## config.mk

```make
export PLATFORM = sky130hd
export DESIGN_NAME = rf_wb_arbiter_flat
export DESIGN_NICKNAME = d
export VERILOG_FILES = /design/src/rtl/rf_wb_arbiter_if.sv /design/src/rtl/rf_wb_arbiter.sv /design/src/flat_wrapper.sv
export SDC_FILE = /design/constraint.sdc
export NUM_CORES = 1
export LEC_CHECK = 0
export BUFFER_PORTS_ARGS = -buffer_cell sky130_fd_sc_hd__buf_4
export CAP_MARGIN = 20
export CORE_MARGIN = 3
export CORE_UTILIZATION = 51
export CTS_BUF_LIST = sky130_fd_sc_hd__clkbuf_16
export CTS_CLUSTER_DIAMETER = 50
export DETAILED_ROUTE_END_ITERATION = 10
export GPL_TIMING_DRIVEN = 0
export PLACE_DENSITY = 0.81
export SYNTH_ARGS = -nofsm -noshare
export SYNTH_HDL_FRONTEND = slang
export SYNTH_SLANG_ARGS = --single-unit
export TNS_END_PERCENT = 10
```

## constraint.sdc

```tcl
create_clock -name clk -period 1.6 [get_ports clk]
set_input_delay 0.08 -clock clk [delete_from_list [all_inputs] [get_ports clk]]
set_output_delay 0.08 -clock clk [all_outputs]
set_load 0.1 [all_outputs]
```

## src/rtl/rf_wb_arbiter_if.sv

```systemverilog
// ----------------------------------------------------------------------------
// rf_wb_arbiter_if
// Bundle of the writeback request ports, the scoreboard issue/query ports and
// the register file write port served by rf_wb_arbiter.
//   a_*          : port A writeback request (ALU/CSR), valid/ready handshake
//   b_*          : port B writeback request (load unit), valid/ready handshake
//   issue_*      : destination of the instruction issuing this cycle
//   flush        : scoreboard clear on pipeline redirect
//   rs1/rs2      : scoreboard query indices, busy_rs1/busy_rs2 results
//   wb_*         : registered register file write port
// Modports: slave = arbiter side, master = pipeline/register-file side.
// ----------------------------------------------------------------------------
interface rf_wb_arbiter_if #(
    parameter int ADDR_WIDTH = 5,
    parameter int DATA_WIDTH = 32
);
    logic                  a_valid;
    logic [ADDR_WIDTH-1:0] a_rd;
    logic [DATA_WIDTH-1:0] a_data;
    logic                  a_ready;
    logic                  b_valid;
    logic [ADDR_WIDTH-1:0] b_rd;
    logic [DATA_WIDTH-1:0] b_data;
    logic                  b_ready;
    logic                  issue_valid;
    logic [ADDR_WIDTH-1:0] issue_rd;
    logic                  flush;
    logic [ADDR_WIDTH-1:0] rs1;
    logic [ADDR_WIDTH-1:0] rs2;
    logic                  busy_rs1;
    logic                  busy_rs2;
    logic                  wb_wen;
    logic [ADDR_WIDTH-1:0] wb_rd;
    logic [DATA_WIDTH-1:0] wb_data;

    modport slave (
        input  a_valid, a_rd, a_data,
        output a_ready,
        input  b_valid, b_rd, b_data,
        output b_ready,
        input  issue_valid, issue_rd, flush, rs1, rs2,
        output busy_rs1, busy_rs2,
        output wb_wen, wb_rd, wb_data
    );

    modport master (
        output a_valid, a_rd, a_data,
        input  a_ready,
        output b_valid, b_rd, b_data,
        input  b_ready,
        output issue_valid, issue_rd, flush, rs1, rs2,
        input  busy_rs1, busy_rs2,
        input  wb_wen, wb_rd, wb_data
    );
endinterface

```

## src/rtl/rf_wb_arbiter.sv

```systemverilog
// ----------------------------------------------------------------------------
// rf_wb_arbiter
// Shares the single register file write port between writeback sources A and
// B with round-robin arbitration, registers the selected write, and keeps a
// per-register busy scoreboard for RAW hazard detection at issue.
// Ports:
//   clk   : clock, all state updates on posedge
//   rst_n : synchronous active-low reset
//   bus   : rf_wb_arbiter_if.slave (requests, scoreboard, write port)
// ----------------------------------------------------------------------------
module rf_wb_arbiter #(
    parameter int ADDR_WIDTH = 5,
    parameter int DATA_WIDTH = 32
) (
    input  logic                clk,
    input  logic                rst_n,
    rf_wb_arbiter_if.slave      bus
);
    localparam int NREGS = 1 << ADDR_WIDTH;

    logic                  last_b_q, last_b_d;
    logic                  wb_wen_q, wb_wen_d;
    logic [ADDR_WIDTH-1:0] wb_rd_q, wb_rd_d;
    logic [DATA_WIDTH-1:0] wb_data_q, wb_data_d;
    logic [NREGS-1:0]      busy_q, busy_d;

    logic                  a_grant, b_grant;
    logic [ADDR_WIDTH-1:0] sel_rd;
    logic [DATA_WIDTH-1:0] sel_data;

    // Round-robin grant; last_b_q=1 means A has priority on a contest.
    always_comb begin
        a_grant  = 1'b0;
        b_grant  = 1'b0;
        sel_rd   = bus.a_rd;
        sel_data = bus.a_data;
        if (rst_n) begin
            if (bus.a_valid && (!bus.b_valid || last_b_q)) begin
                a_grant = 1'b1;
            end else if (bus.b_valid) begin
                b_grant = 1'b1;
            end
        end
        if (b_grant) begin
            sel_rd   = bus.b_rd;
            sel_data = bus.b_data;
        end
    end

    // Writeback register and pointer next state. A grant to x0 is consumed
    // but never raises the write enable.
    always_comb begin
        last_b_d  = last_b_q;
        wb_wen_d  = 1'b0;
        wb_rd_d   = wb_rd_q;
        wb_data_d = wb_data_q;
        if (a_grant || b_grant) begin
            last_b_d  = b_grant;
            wb_wen_d  = (sel_rd != '0);
            wb_rd_d   = sel_rd;
            wb_data_d = sel_data;
        end
    end

    // Scoreboard next state: flush, then writeback clear, then issue set, so
    // a same-cycle issue always survives.
    always_comb begin
        busy_d = busy_q;
        if (bus.flush) begin
            busy_d = '0;
        end else if (wb_wen_q) begin
            busy_d[wb_rd_q] = 1'b0;
        end
        if (bus.issue_valid && (bus.issue_rd != '0)) begin
            busy_d[bus.issue_rd] = 1'b1;
        end
        busy_d[0] = 1'b0;
    end

    always_ff @(posedge clk) begin
        if (!rst_n) begin
            last_b_q  <= 1'b1;
            wb_wen_q  <= 1'b0;
            wb_rd_q   <= '0;
            wb_data_q <= '0;
            busy_q    <= '0;
        end else begin
            last_b_q  <= last_b_d;
            wb_wen_q  <= wb_wen_d;
            wb_rd_q   <= wb_rd_d;
            wb_data_q <= wb_data_d;
            busy_q    <= busy_d;
        end
    end

    assign bus.a_ready  = a_grant;
    assign bus.b_ready  = b_grant;
    // Queries read registered state only; masked while reset is asserted.
    assign bus.busy_rs1 = rst_n & busy_q[bus.rs1];
    assign bus.busy_rs2 = rst_n & busy_q[bus.rs2];
    assign bus.wb_wen   = wb_wen_q;
    assign bus.wb_rd    = wb_rd_q;
    assign bus.wb_data  = wb_data_q;
endmodule

```

## src/flat_wrapper.sv

```systemverilog
// flat-port wrapper written by rule: the top's interface ports become plain ports
module rf_wb_arbiter_flat 
#(
    parameter int ADDR_WIDTH = 5,
    parameter int DATA_WIDTH = 32
)
  (clk, rst_n, bus_a_valid, bus_a_rd, bus_a_data, bus_a_ready, bus_b_valid, bus_b_rd, bus_b_data, bus_b_ready, bus_issue_valid, bus_issue_rd, bus_flush, bus_rs1, bus_rs2, bus_busy_rs1, bus_busy_rs2, bus_wb_wen, bus_wb_rd, bus_wb_data);
  rf_wb_arbiter_if #(.ADDR_WIDTH(ADDR_WIDTH), .DATA_WIDTH(DATA_WIDTH)) bus_i ();
  input  logic clk;
  input  logic rst_n;
  input wire logic [$bits(bus_i.a_valid)-1:0] bus_a_valid;
  input wire logic [$bits(bus_i.a_rd)-1:0] bus_a_rd;
  input wire logic [$bits(bus_i.a_data)-1:0] bus_a_data;
  output wire logic [$bits(bus_i.a_ready)-1:0] bus_a_ready;
  input wire logic [$bits(bus_i.b_valid)-1:0] bus_b_valid;
  input wire logic [$bits(bus_i.b_rd)-1:0] bus_b_rd;
  input wire logic [$bits(bus_i.b_data)-1:0] bus_b_data;
  output wire logic [$bits(bus_i.b_ready)-1:0] bus_b_ready;
  input wire logic [$bits(bus_i.issue_valid)-1:0] bus_issue_valid;
  input wire logic [$bits(bus_i.issue_rd)-1:0] bus_issue_rd;
  input wire logic [$bits(bus_i.flush)-1:0] bus_flush;
  input wire logic [$bits(bus_i.rs1)-1:0] bus_rs1;
  input wire logic [$bits(bus_i.rs2)-1:0] bus_rs2;
  output wire logic [$bits(bus_i.busy_rs1)-1:0] bus_busy_rs1;
  output wire logic [$bits(bus_i.busy_rs2)-1:0] bus_busy_rs2;
  output wire logic [$bits(bus_i.wb_wen)-1:0] bus_wb_wen;
  output wire logic [$bits(bus_i.wb_rd)-1:0] bus_wb_rd;
  output wire logic [$bits(bus_i.wb_data)-1:0] bus_wb_data;
  assign bus_i.a_valid = bus_a_valid;
  assign bus_i.a_rd = bus_a_rd;
  assign bus_i.a_data = bus_a_data;
  assign bus_a_ready = bus_i.a_ready;
  assign bus_i.b_valid = bus_b_valid;
  assign bus_i.b_rd = bus_b_rd;
  assign bus_i.b_data = bus_b_data;
  assign bus_b_ready = bus_i.b_ready;
  assign bus_i.issue_valid = bus_issue_valid;
  assign bus_i.issue_rd = bus_issue_rd;
  assign bus_i.flush = bus_flush;
  assign bus_i.rs1 = bus_rs1;
  assign bus_i.rs2 = bus_rs2;
  assign bus_busy_rs1 = bus_i.busy_rs1;
  assign bus_busy_rs2 = bus_i.busy_rs2;
  assign bus_wb_wen = bus_i.wb_wen;
  assign bus_wb_rd = bus_i.wb_rd;
  assign bus_wb_data = bus_i.wb_data;
  rf_wb_arbiter #(.ADDR_WIDTH(ADDR_WIDTH), .DATA_WIDTH(DATA_WIDTH)) u_core (.clk(clk), .rst_n(rst_n), .bus(bus_i));
endmodule
```

==> Implementation_results.wiki <==
{| class="wikitable"
! Metric !! Value
|-
| Result of the run || finished with violations
|-
| Violated checks || setup timing
|-
| DRC violation count after routing || 0
|-
| Total number of placement rows || 31
|-
| Net Sw Power || 1.84 mW
|-
| Clock latency at the later pin of the worst-skew pair || 0.33 ns
|-
| Signal arrival time at the worst endpoint || 1.89 ns
|-
| Syn_area_per_cell || 9.22 µm²
|-
| Dominant cell type by count on the critical path || sky130_fd_sc_hd__a211oi_4
|-
| Number of DRC markers after the initial detailed-route iteration || 300
|-
| Final worst slack || -0.375 ns
|-
| Fill cell count || 506
|-
| Max Freq || 506 MHz
|-
| Sequential power share || 0.364
|-
| Routed via count || 4074
|-
| Crit-path slowest cell || sky130_fd_sc_hd__mux4_2
|-
| Measured slew at the worst slew-check pin || 1.01 ns
|-
| Shortest clock period the worst path allows after layout || 1.97 ns
|-
| IR drop worst, VDD || 703 µV
|-
| Worst path top cell family by delay || multiplexers
|-
| Classification of the worst-slack hold path || primary input to flip-flop
|-
| Vias in the first global route || 4393
|-
| Yosys Warn Count || 0
|-
| Part of the cycle the worst path needs || 1.23
|-
| Worst setup path class || flip-flop to primary output
|-
| Fraction of final layout cells with drive strength greater than 1 || 0.330
|-
| Critical path capture point type || primary output
|-
| Gpl congestion || 0.860
|-
| Switching power share of the total || 0.351
|-
| Worst Clk Skew || 0.00854 ns
|-
| Cts bufs inserted || 9
|-
| Total non-filler cell area in the finished layout || 5850 µm²
|-
| Layout Area Growth over Synthesis || 46.3%
|-
| Die Footprint || 8940 µm²
|-
| Number of buffers inserted by port buffering || 131
|-
| Number of unique standard cell types used by synthesis || 36
|-
| Detailed-routing iteration count for the pre-antenna-repair pass || 5
|-
| Number of setup violations in the final report || 3
|-
| Ant. Diodes || 0
|-
| IO Count || 137
|-
| Worst slew margin relative to its limit || 0.325
|-
| Power density cells || 898 nW/µm²
|-
| GRT Util Overall || 0.317
|-
| Post-detailed-route via-to-cell ratio || 5.78
|-
| Worst slack, placed || -0.203 ns
|-
| Seq cells post-synth || 70
|-
| Chip Height || 94.6 µm
|-
| Detail-routed net length per standard cell || 19.8 µm
|-
| Part of the Yosys area used for sequential elements || 0.350
|-
| Gate Count Post-Synth || 434
|-
| Setup Total Neg Slack || -0.782 ns
|-
| Clock tree from TritonCTS || built
|-
| Final global-route overflow total || 0
|-
| Startpoint kind of the worst setup timing path || flip-flop
|-
| Post-Synthesis Cell Area || 4000 µm²
|-
| Clock-pin slew on the worst setup and hold paths || 0.06 ns
|-
| Dpl cell area || 5170 µm²
|-
| Die Width || 94.6 µm
|-
| Cell Int Power || 3.41 mW
|-
| Total Routed Length || 14.0 mm
|-
| Deepest level of the CTS H-tree || 3
|-
| Clock network fraction of design power || 0.328
|-
| Dpl hpwl || 9.75 mm
|-
| Non-filler instance count after layout || 705
|-
| Internal reg-to-reg setup slack || 0.06 ns
|-
| Critical Path Max Stage Delay || 0.46 ns
|-
| Core Box Area || 7450 µm²
|-
| Antenna violations before repair || 0
|-
| Fin nets || 698
|-
| Crit path required time || 1.52 ns
|-
| Clock tree root driver cell || sky130_fd_sc_hd__clkbuf_16
|-
| Hold WS || 0.00535 ns
|-
| Syn_nets || 529
|-
| Number of max-cap violations || 0
|-
| Combinational power share || 0.308
|-
| Final Max Tran Viols || 0
|-
| Post-placement cell count || 664
|-
| Total number of clock tree sinks || 70
|-
| CP cell instances || mux4_2, mux2_4, a211oi_4, a211oi_4, buf_12
|-
| Lkg Pwr || 2.99 nW
|-
| Global-route wire length before repair || 21.9 mm
|-
| Crit path buf inv count || 1
|-
| Buffer depth of the longest clock path || 2
|-
| Biggest fanout along the worst timing path || 3
|-
| Starting utilization of the core area || 0.537
|-
| Hold Vio Cnt, Final || 0
|-
| Unrepaired setup endpoints after global routing || true
|-
| Pin count of the biggest net entering global routing || 11
|-
| Post-DRT Antenna Nets || 0
|}
## cells in the final DEF, fill, tap and decap left out, drive strengths merged, types with 3 or more instances in the layout
cell,synthesis,routed
buf,17,148
dfxtp,70,70
nand2,60,60
mux2i,43,43
nor2b,39,39
o211a,37,37
a21oi,30,30
dlygate4sd3,0,28
clkbuf,18,26
o21ai,17,17
a21boi,16,16
nand2b,15,15
mux4,10,10
nor3b,8,8
a211oi,6,6
inv,3,5
and3,5,5
nor2,5,5
and3b,4,4
nand3b,4,4
nor3,4,4
mux2,4,4
nand3,3,3
clkinv,0,3
## layout make-up
| type | count | area, µm² | share of cell area |
|---|---|---|---|
| Clock inverter | 5 | 21.3 | 0.00363 |
| Multi-Input combinational cell | 326 | 2520 | 0.430 |
| Tap cell | 99 | 124 | 0.0212 |
| Clock buffer | 9 | 225 | 0.0385 |
| Buffer | 33 | 216 | 0.0370 |
| Inverter | 3 | 11.3 | 0.00192 |
| Timing Repair Buffer | 160 | 1310 | 0.224 |
| Sequential cell | 70 | 1430 | 0.243 |
## what timing repair did
action / in CTS / in global routing
hold endpoints to repair: 28 / 0
setup endpoints to repair: 24 / 42
pin swaps: 6 / 3
hold buffers: 28 / 0
resized for setup: 34 / 20
buffers inserted: 1 / 0
## worst paths after layout
kind,cells past startpoint,to,startpoint
worst max-delay path,5,bus_busy_rs1,u_core.busy_q[16]
worst min-delay path,2,u_core.bus.wb_data[24],bus_b_data[24]
worst max register to register,6,u_core.bus.wb_data[29],u_core.last_b_q
worst min register to register,2,u_core.last_b_q,u_core.last_b_q
## metal layers
| layer | routed length (µm) | track usage | up-vias |
|---|---|---|---|
| li1 | - | - | 1907 |
| met1 | 5310 | 0.349 | 1951 |
| met2 | 7130 | 0.571 | 175 |
| met3 | 1040 | 0.0741 | 41 |
| met4 | 464 | 0.156 | 0 |
| met5 | 0 | 0 | - |
## metrics by stage
step                total power, mW   util
finish                         5.26  0.786
global route                   5.41  0.786
CTS                            5.20  0.778
detailed placement             3.43  0.694
global placement               3.40  0.694
floorplan                      2.98      -
## sequential cells by signal, summed over array words and instances (netlist names)
signal,cells
u_core.bus.wb_data,32
u_core.busy_q,31
u_core.bus.wb_rd,5
u_core.bus.wb_wen,1
u_core.last_b_q,1
## power groups by stage
stage | Sequential, mW | Combinational, mW | Clock (mW)
6_report | 1.91 | 1.62 | 1.73
4_1_cts | 1.89 | 1.59 | 1.72
2_1_floorplan | 2.49 | 0.482 | 0
3_3_place_gp | 1.92 | 1.48 | 0
5_1_grt | 1.92 | 1.69 | 1.80
3_5_place_dp | 1.93 | 1.50 | 0
## synthesized netlist by cell type (all sizes together)
| cell | instances | area (µm²) |
|---|---|---|
| nor3b | 8 | 60.1 |
| a21oi | 30 | 150 |
| mux2i | 43 | 430 |
| clkbuf | 18 | 67.6 |
| nor2 | 5 | 18.8 |
| o21ai | 17 | 85.1 |
| nand3b | 4 | 30.0 |
| buf | 17 | 100 |
| nor2b | 39 | 244 |
| nand3 | 3 | 15.0 |
| nand2b | 15 | 93.8 |
| or4 | 2 | 15.0 |
| a211oi | 6 | 55.1 |
| a21boi | 16 | 120 |
| o211ai | 1 | 7.51 |
| a2111oi | 2 | 17.5 |
| nand2 | 60 | 225 |
| and3 | 5 | 31.3 |
| mux2 | 4 | 45.0 |
| mux4 | 10 | 263 |
| o311ai | 2 | 17.5 |
| or2 | 1 | 6.26 |
| inv | 3 | 11.3 |
| a22o | 2 | 17.5 |
| and2b | 2 | 15.0 |
| dfxtp | 70 | 1400 |
| nor3 | 4 | 20.0 |
| and3b | 4 | 35.0 |
| o211a | 37 | 370 |
| a221oi | 2 | 17.5 |
| o22ai | 1 | 6.26 |
| or3b | 1 | 8.76 |
## cell families (layout without fill, tap and decap cells)
family | after synthesis | after routing | share of synthesized area
muxes | 57 | 57 | 0.184
buffers and inverters | 38 | 210 | 0.0447
and+or+nand+nor | 153 | 153 | 0.205
AOI/OAI and AO/OA | 116 | 116 | 0.216
DFF | 70 | 70 | 0.350
Note: power is estimated with default switching activity, not from simulation.
